File: config.mk
export PLATFORM = sky130hd
export DESIGN_NAME = bm_drd_arb
export DESIGN_NICKNAME = d
export VERILOG_FILES = /design/src/rtl/bm_drd_arb.sv
export SDC_FILE = /design/constraint.sdc
export NUM_CORES = 1
export LEC_CHECK = 0
export ABC_AREA = 0
export CORE_ASPECT_RATIO = 1.2
export CORE_MARGIN = 2
export CORE_UTILIZATION = 39
export DETAILED_ROUTE_END_ITERATION = 12
export PLACE_DENSITY = 0.89
export SLEW_MARGIN = 20
export SYNTH_ARGS = -nofsm -noshare
export SYNTH_HDL_FRONTEND = slang
export SYNTH_SLANG_ARGS = --single-unit
export TNS_END_PERCENT = 100
File: constraint.sdc
create_clock -name clk -period 2.65 [get_ports clk]
set_clock_uncertainty 0.05 [all_clocks]
set_input_delay 0.6625 -clock clk [delete_from_list [all_inputs] [get_ports clk]]
set_output_delay 0.6625 -clock clk [all_outputs]
set_load 0.05 [all_outputs]
File: src/rtl/bm_drd_arb.sv
// ---------------------------------------------------------------------------
// bm_drd_arb -- three-requester DDR read arbiter.
//
// A winner is picked among the req_req lines and acknowledged with a one-cycle
// req_ack pulse. The winner then supplies a header word and an address word
// on its req_cmd lane. One read command is issued downstream, and the returned
// beats are steered to the winner with zero latency.
//
// Build option (macro BM_DRD_ARB_FIXPRIO_EN):
//   defined   -> fixed priority, requester 0 highest, then 1, then 2
//   undefined -> round-robin, the search starts after the last grant
//
// Ports:
//   clk, rst_n        clock, asynchronous active-low reset
//   enb               block enable; low aborts to IDLE and clears the outputs
//   req_req[2:0]      request levels, sampled only in IDLE
//   req_ack[2:0]      one-hot grant pulse
//   req_vcmd[2:0]     command-word valid per requester
//   req_cmd[95:0]     command words, requester k on [32k+31:32k]
//   req_vin[2:0]      one-hot read-data valid to the granted requester
//   req_din[31:0]     read data, shared by all requesters
//   m_cmd_valid/rdy   downstream read command handshake
//   m_cmd_len[7:0]    burst beats minus one
//   m_cmd_addr[31:0]  burst byte address
//   m_rvalid, m_rdata downstream read beats
//   busy              high in any state other than IDLE
//   frm_last          pulse after a burst whose header carried the last flag
//   cmd_err           pulse on a header whose read flag is clear
// ---------------------------------------------------------------------------
module bm_drd_arb (
    input  logic        clk,
    input  logic        rst_n,
    input  logic        enb,
    input  logic [2:0]  req_req,
    output logic [2:0]  req_ack,
    input  logic [2:0]  req_vcmd,
    input  logic [95:0] req_cmd,
    output logic [2:0]  req_vin,
    output logic [31:0] req_din,
    output logic        m_cmd_valid,
    input  logic        m_cmd_rdy,
    output logic [7:0]  m_cmd_len,
    output logic [31:0] m_cmd_addr,
    input  logic        m_rvalid,
    input  logic [31:0] m_rdata,
    output logic        busy,
    output logic        frm_last,
    output logic        cmd_err
);

    typedef enum logic [2:0] {IDLE, ACK, HDR, ADDR, ISSUE, DATA, GAP} state_t;

    state_t      r_state;
    logic [1:0]  r_grant;
    logic [7:0]  r_len;
    logic        r_last;
    logic [31:0] r_addr;
    logic [7:0]  r_cnt;
    logic [2:0]  r_req_ack;
    logic        r_cmd_valid;
    logic        r_busy;
    logic        r_frm_last;
    logic        r_cmd_err;

    logic [1:0]  w_winner;
    logic [2:0]  w_grant_oh;
    logic        w_vcmd;
    logic [31:0] w_cmd_word;
    logic        w_beat;

    // ---------------- arbitration ----------------
`ifdef BM_DRD_ARB_FIXPRIO_EN
    always_comb begin
        if (req_req[0])      w_winner = 2'd0;
        else if (req_req[1]) w_winner = 2'd1;
        else                 w_winner = 2'd2;
    end
`else
    logic [1:0] r_rr_ptr;   // first requester searched on the next arbitration

    always_comb begin
        // NOTE: every combinational output gets a default first so no path
        // through the case leaves it unassigned, which would infer a latch.
        w_winner = 2'd0;
        case (r_rr_ptr)
            2'd1:    w_winner = req_req[1] ? 2'd1 : (req_req[2] ? 2'd2 : 2'd0);
            2'd2:    w_winner = req_req[2] ? 2'd2 : (req_req[0] ? 2'd0 : 2'd1);
            default: w_winner = req_req[0] ? 2'd0 : (req_req[1] ? 2'd1 : 2'd2);
        endcase
    end

    always_ff @(posedge clk or negedge rst_n) begin
        if (!rst_n)
            r_rr_ptr <= 2'd0;
        else if (enb && r_state == ACK)
            r_rr_ptr <= (r_grant == 2'd2) ? 2'd0 : r_grant + 2'd1;
    end
`endif

    // ---------------- granted requester's command lane ----------------
    always_comb begin
        w_grant_oh = 3'b001 << r_grant;
        w_vcmd     = 1'b0;
        w_cmd_word = 32'd0;
        case (r_grant)
            2'd0:    begin w_vcmd = req_vcmd[0]; w_cmd_word = req_cmd[31:0];  end
            2'd1:    begin w_vcmd = req_vcmd[1]; w_cmd_word = req_cmd[63:32]; end
            2'd2:    begin w_vcmd = req_vcmd[2]; w_cmd_word = req_cmd[95:64]; end
            default: begin w_vcmd = 1'b0;        w_cmd_word = 32'd0;          end
        endcase
    end

    // Read beats bypass the registers; enb gates them at once so nothing
    // leaks out during the abort cycle.
    assign w_beat  = enb && (r_state == DATA) && m_rvalid;
    assign req_vin = w_beat ? w_grant_oh : 3'b000;
    assign req_din = w_beat ? m_rdata : 32'd0;

    // Header/address registers survive an enb abort, so the command outputs
    // are qualified by the valid register rather than taken raw.
    assign m_cmd_valid = r_cmd_valid;
    assign m_cmd_len   = r_cmd_valid ? r_len  : 8'd0;
    assign m_cmd_addr  = r_cmd_valid ? r_addr : 32'd0;
    assign req_ack     = r_req_ack;
    assign busy        = r_busy;
    assign frm_last    = r_frm_last;
    assign cmd_err     = r_cmd_err;

    // ---------------- control FSM ----------------
    // NOTE: all state here uses non-blocking assignments so every register
    // samples pre-edge values, independent of statement order.
    always_ff @(posedge clk or negedge rst_n) begin
        if (!rst_n) begin
            r_state     <= IDLE;
            r_grant     <= 2'd0;
            // NOTE: header and address are reset only here; enb low leaves
            // them untouched so the last command stays visible for debug.
            r_len       <= 8'd0;
            r_last      <= 1'b0;
            r_addr      <= 32'd0;
            r_cnt       <= 8'd0;
            r_req_ack   <= 3'b000;
            r_cmd_valid <= 1'b0;
            r_busy      <= 1'b0;
            r_frm_last  <= 1'b0;
            r_cmd_err   <= 1'b0;
        end else if (!enb) begin
            r_state     <= IDLE;
            r_req_ack   <= 3'b000;
            r_cmd_valid <= 1'b0;
            r_busy      <= 1'b0;
            r_frm_last  <= 1'b0;
            r_cmd_err   <= 1'b0;
        end else begin
            // Pulse outputs fall back to 0 unless a transition below sets them.
            r_req_ack  <= 3'b000;
            r_frm_last <= 1'b0;
            r_cmd_err  <= 1'b0;
            case (r_state)
                IDLE: begin
                    if (|req_req) begin
                        r_grant   <= w_winner;
                        r_req_ack <= 3'b001 << w_winner;
                        r_busy    <= 1'b1;
                        r_state   <= ACK;
                    end
                end
                ACK, HDR: begin
                    // The header may already be present in the ACK cycle.
                    if (w_vcmd) begin
                        r_len  <= w_cmd_word[7:0];
                        r_last <= w_cmd_word[9];
                        if (!w_cmd_word[8]) begin
                            r_cmd_err <= 1'b1;
                            r_state   <= GAP;
                        end else begin
                            r_state <= ADDR;
                        end
                    end else begin
                        r_state <= HDR;
                    end
                end
                ADDR: begin
                    if (w_vcmd) begin
                        r_addr      <= w_cmd_word;
                        r_cmd_valid <= 1'b1;
                        r_state     <= ISSUE;
                    end
                end
                ISSUE: begin
                    if (m_cmd_rdy) begin
                        r_cmd_valid <= 1'b0;
                        r_cnt       <= 8'd0;
                        r_state     <= DATA;
                    end
                end
                DATA: begin
                    if (m_rvalid) begin
                        // Compare before incrementing so len 255 never wraps.
                        if (r_cnt == r_len) begin
                            r_frm_last <= r_last;
                            r_state    <= GAP;
                        end else begin
                            r_cnt <= r_cnt + 8'd1;
                        end
                    end
                end
                GAP: begin
                    r_busy  <= 1'b0;
                    r_state <= IDLE;
                end
                default: begin
                    r_busy  <= 1'b0;
                    r_state <= IDLE;
                end
            endcase
        end
    end

endmodule

==> results of run 1 <==
-- power breakdown --
| part | switching [mW] | internal, mW |
|---|---|---|
| sequential | 0.308 | 1.31 |
| clock | 0.478 | 0.738 |
| combinational | 1.30 | 1.02 |
| total | 2.08 | 3.06 |
-- area by class of cell --
| cell class | count | area, sq um |
|---|---|---|
| multi-input cells | 360 | 2231 |
| inverters | 13 | 48.80 |
| clock inverters | 7 | 77.57 |
| repair buffers | 242 | 3171 |
| flip-flops and latches | 63 | 1579 |
| clock buffers | 9 | 225.2 |
| well taps | 126 | 157.7 |
| fillers | 631 | 2420 |
-- flip-flops by register name (all words and copies together) (netlist names) --
| register | count |
|---|---|
| req_ack | 3 |
| r_cnt | 8 |
| r_rr_ptr | 2 |
| frm_last | 1 |
| m_cmd_valid | 1 |
| r_grant | 2 |
| r_state | 3 |
| busy | 1 |
| r_last | 1 |
| r_len | 8 |
| cmd_err | 1 |
| r_addr | 32 |
-- logic make-up (layout without fill, tap and decap cells) --
family          Yosys count  in the layout  share of synthesized area (%)
compound gates          108            108                          15.77
xor+xnor                 12             12                          2.671
fa+ha+maj                 3              3                         0.9540
buf+inv                  44            271                          4.388
flops                    63             63                          40.06
mux                      40             40                          10.30
simple gates            197            197                          25.85
-- stage by stage --
step	cell area, sq um	instances	setup TNS (ns)
CTS	7425	816	0
global route	7490	820	0
global placement	7076	798	-0.7357
finish	7490	820	0
detailed placement	7076	798	-2.013
floorplan	3948	467	0
-- cell usage after synthesis, drive strengths merged (2+ instances only) --
cell	instances
nor3	8
inv	13
or4	2
xnor2	9
o31ai	2
and2	73
a21oi	40
ha	3
buf	8
nor4	3
xor2	3
nor2	42
mux2i	36
nand3	6
o21ai	47
clkbuf	23
dfrtp	63
nor2b	6
o21a	2
o22ai	2
mux2	4
o2111ai	2
a31oi	2
nand4	6
nand2	47
-- critical path, delay by kind of cell --
kind,cells,cell delay (ns)
AND/OR/NAND/NOR,3,0.59
buffers and inverters,3,0.58
-- final timing paths --
kind                       cells after the start  slack (ns)       start           to
max in group asynchronous                      2        1.64       rst_n   r_grant[1]
min in group clk                               2        0.42  r_addr[17]   r_addr[17]
max                                            6        0.09         enb  req_din[10]
min reg2reg                                    2        0.42  r_addr[17]   r_addr[17]
min                                            1        0.27       rst_n   r_addr[27]
max reg2reg                                    6        0.61  r_grant[0]   r_addr[13]
-- metal layers --
layer	up-vias	share of wire, %	GRT usage, %
met3	55	6.0	6.275
met4	0	4.3	12.67
met2	220	54	49.28
met1	2111	36	31.82
li1	2030	-	-
met5	-	0	0
-- timing repair --
| item | in CTS | in global routing |
|---|---|---|
| setup endpoints to repair | 32 | 32 |
| pin swaps | 1 | 0 |
| setup buffers | 0 | 3 |
| resized for setup | 12 | 8 |
| gates cloned | 2 | 1 |
==> reports/results.ini, run 1 <==
[sta]
hold_viol=0
min_period_over_period_pct=96.63
hold_ws_ns=0.2731
max_slew_margin_pct=54.05
finalWorstSetupSlack_ns=0.08933
clock.fmax_mhz=390.5
setup_viol=0
rsz0062_at_grt=no
tightest_slew_ns=0.6804
fin_crit_ns=2.561
slew_violations=0

[cts]
cts_hold_buf=0
clkSlewWorstSetupHoldPaths_ns=0.06
cts_buffer_depth=2
htree_levels=3
clk-insertion-delay-late_ns=0.33
root_buffer=clkbuf_16
cts_tree=built
cts_buffers=9
cts_num_sinks=63

[yosys]
syn_area_sq_um=3935
synth_top_area_share_pct=40.06
synthTopCellsByArea=dfrtp_1 40%, and2_1 12%, mux2i_1 9.2%
yosys.area.top_type=dfrtp_1
avgSynthCellArea_sq_um=8.426
synth_ff_type=dfrtp_1
synth_async_sr_flop_share_pct=100.0
yosysSeqAreaShare_pct=40.06
yosys_warnings=0
synth_nets=609
ys_ff_latch=63
postSynthCellCount=467
yosysUniqueCellTypes=47
synth-edff-count=0

[routing]
antenna_left=0
drt_iter0_markers=292
num_vias=4416
drt-vias-per-instance=5.385
avgRoutedWirePerCell_um=18.31
drc=0
wl_um=15020
drtPass1Iterations=4

[worst_setup_path]
max_stage_delay_ns=0.27
arrival_ns=1.85
start_kind=input port
endpoint_kind=output pin
required_ns=1.94
critPathKind=input port to output pin
critical-path-slowest-cell=clkdlybuf4s15_1
cp_max_fo=9
crit_chain=clkdlybuf4s15_1 > nand3_2 > nor2_4 > buf_6 > and2_1 > buf_12

[pwr]
ir_worst_vdd_mv=0.4718
total_leakage_power_nw=3.242
total_power_mw=5.148
p_per_area_nw_per_um2=687.3

[die]
die_h_um=114.0
initial_core_util_pct=39.71
die_w_um=95.70
die_area_sq_um=10910
core-area_sq_um=9910
io_pins=221
rows=40

[finish]
final_layout_size_suffix_gt1_share_pct=19.88
layout_commonest_cell=clkdlybuf4s50_1
final_cell_mix=141 x clkdlybuf4s50_1, 77 x buf_12, 69 x and2_1
fin_util_pct=75.58
insertedDiodeCount=0
syn_to_final_growth_pct=90.33
fin_nets=831

[status]
status=finished, final reports clean

[global_routing]
grt_overflow=0
track_usage_pct=27.99
grt_pass1_wl_um=23450
grt_max_degree=63
grt_pass1_vias=4665
antenna_found_initial=0

[run]
cap_violations=0

[hold_path]
hp-class=input port to async pin

[place]
place_hpwl_um=10910
port_buffers=220
dpl_worst_slack_ns=-0.09345
place_congestion=0.8686

No activity file was read; power rests on OpenSTA's default activity.
==> run 2: changes to the inputs <==
clock period = 2.5 ns   (was 2.65 ns; I/O delays follow)
==> reports/results.ini, run 2 (synthesis results as in run 1) <==
[finish]
postLayoutCellArea_sq_um=7582  ; +1.2%
layout_commonest_cell=clkdlybuf4s50_1
top_regs=r_addr: 32 flops, r_cnt: 8 flops, r_len: 8 flops
largest_reg_flops=32  ; unchanged
final_layout_size_suffix_gt1_share_pct=24.68  ; +4.8 points
largest_register=r_addr
fin_nets=842  ; +1.3%
final_cell_mix=141 x clkdlybuf4s50_1, 78 x buf_12, 61 x dfrtp_1
fin_util_pct=76.52  ; +0.93 points
syn_to_final_growth_pct=92.69
insertedDiodeCount=0  ; unchanged

[worst_setup_path]
max_stage_delay_ns=0.39  ; +0.12 ns
critical-path-top-delay-family=simple AND/OR/NAND/NOR gates
critical-path-slowest-cell=dfrtp_2
path_buf_inv=2  ; -1
endpoint_kind=output pin
crit_chain=nor2b_2 > nand3_2 > nor2_4 > buf_6 > and2_2 > buf_12
required_ns=1.82  ; -0.12 ns
cp_max_fo=8  ; -1
arrival_ns=1.75  ; -0.10 ns
critPathKind=register to output pin
start_kind=register

[sta]
hold_ws_ns=0.2060  ; -0.06713 ns
clock.fmax_mhz=411.7
min_period_over_period_pct=97.15
tightest_slew_ns=0.6302  ; -0.05017 ns
slew_violations=0  ; unchanged
setup_viol=0  ; unchanged
fin_crit_ns=2.429
setup_tns_ns=0  ; unchanged
hold_viol=0  ; unchanged
max_slew_margin_pct=57.44  ; +3.4 points

[pwr]
total_leakage_power_nw=3.312  ; +2.1%
ir_worst_vdd_mv=0.5873  ; +24%
total_power_mw=5.423  ; +5.3%
p_per_area_nw_per_um2=715.2  ; +4.1%

[run]
cap_violations=0  ; unchanged

[routing]
wl_um=14970  ; -0.35%
drt-vias-per-instance=5.326  ; -1.1%
drtPass1Iterations=5  ; +1
drt_iter0_markers=320  ; +9.6%
num_vias=4426  ; +0.23%
avgRoutedWirePerCell_um=18.01  ; -1.7%
antenna_left=0  ; unchanged
drc=0  ; unchanged

[cts]
cts_buffer_depth=2  ; unchanged
root_buffer=clkbuf_16
clkSlewWorstSetupHoldPaths_ns=0.05  ; about the same
cts_hold_buf=0  ; unchanged
cts_tree=built
clk-insertion-delay-late_ns=0.32  ; about the same
cts_num_sinks=63  ; unchanged
htree_levels=3  ; unchanged
cts_buffers=9  ; unchanged

[die]
die_w_um=95.70  ; unchanged
io_pins=221  ; unchanged
die_area_sq_um=10910  ; unchanged
initial_core_util_pct=39.71  ; unchanged
rows=40  ; unchanged
die_h_um=114.0  ; unchanged
core-area_sq_um=9910  ; unchanged

[hold_path]
hp-class=input port to async pin

[place]
placed_area_sq_um=7208  ; +1.9%
place_hpwl_um=11480  ; +5.2%
place_congestion=0.8546  ; -1.6%
port_buffers=220  ; unchanged

[global_routing]
track_usage_pct=28.15  ; +0.16 points
antenna_found_initial=1  ; +1
grt_pass1_wl_um=23400  ; -0.24%
grt_max_degree=63  ; unchanged
grt_overflow=0  ; unchanged
grt_pass1_vias=4565  ; -2.1%

[status]
status=finished, final reports clean

[run 2: cell types whose count changed in the layout (fill, tap and decap cells not counted), moves of 2 or more]
cell           before  now
and2_2              0   30
and2_1             69   41
buf_4              17   26
buf_6               2    5
inv_6               3    0
and2_4              4    2
clkbuf_1            0    2
clkinv_2            1    3
dlygate4sd2_1       0    2
[run 2: final cells by class]
class                      instances  area (sq um)
clock buffer                      12         246.5
clock inverter                     4         45.04
fill                             608          2327
inverter                          13         48.80
multi-input combinational        360          2258
sequential                        63          1579
tap                              126         157.7
timing repair buffer             253          3247
[run 2: worst reg2reg max path, delay by kind of cell (launching register included)]
family | cells | cell delay (ns)
buffers and inverters | 1 | 0.23
AOI/OAI and AO/OA | 2 | 0.57
DFF | 1 | 0.57
and+or+nand+nor | 2 | 0.52
[run 2: per-layer routing]
| layer | vias up | wire length, um | GRT usage, % |
|---|---|---|---|
| met5 | - | 0 | 0 |
| met4 | 0 | 605 | 12.57 |
| met3 | 48 | 919 | 6.671 |
| met2 | 211 | 8127 | 49.42 |
| met1 | 2117 | 5313 | 31.97 |
| li1 | 2050 | - | - |
[run 2: path summary, 6_finish.rpt]
path,cells after the start,to,slack [ns],startpoint
max,6,req_din[13],0.07,r_state[2]
min,1,r_addr[27],0.21,rst_n
max reg2reg,5,r_addr[19],0.45,r_grant[0]
min reg2reg,2,r_addr[23],0.43,r_addr[23]
max in group asynchronous,2,r_state[2],1.58,rst_n
min in group clk,2,r_addr[23],0.43,r_addr[23]
[run 2: power breakdown]
group | switching [mW] | internal, mW | leakage (nW)
Combinational | 1.36 | 1.12 | 2.34
Sequential | 0.320 | 1.39 | 0.829
Clock | 0.441 | 0.794 | 0.146
Total | 2.12 | 3.30 | 3.31
[run 2: per-stage QoR]
| step | setup WS [ns] | std cells |
|---|---|---|
| after global routing | -0.003906 | 831 |
| after floorplan | 0.02499 | 467 |
| after detailed placement | -0.1754 | 809 |
| after global placement | -0.1041 | 809 |
| final | 0.07126 | 831 |
| after CTS | 0.05207 | 829 |
[run 2: timing repair]
item	in CTS	in global routing
setup buffers	0	2
pin swaps	1	1
gates cloned	4	0
setup endpoints to repair	35	32
gates resized for setup	17	0
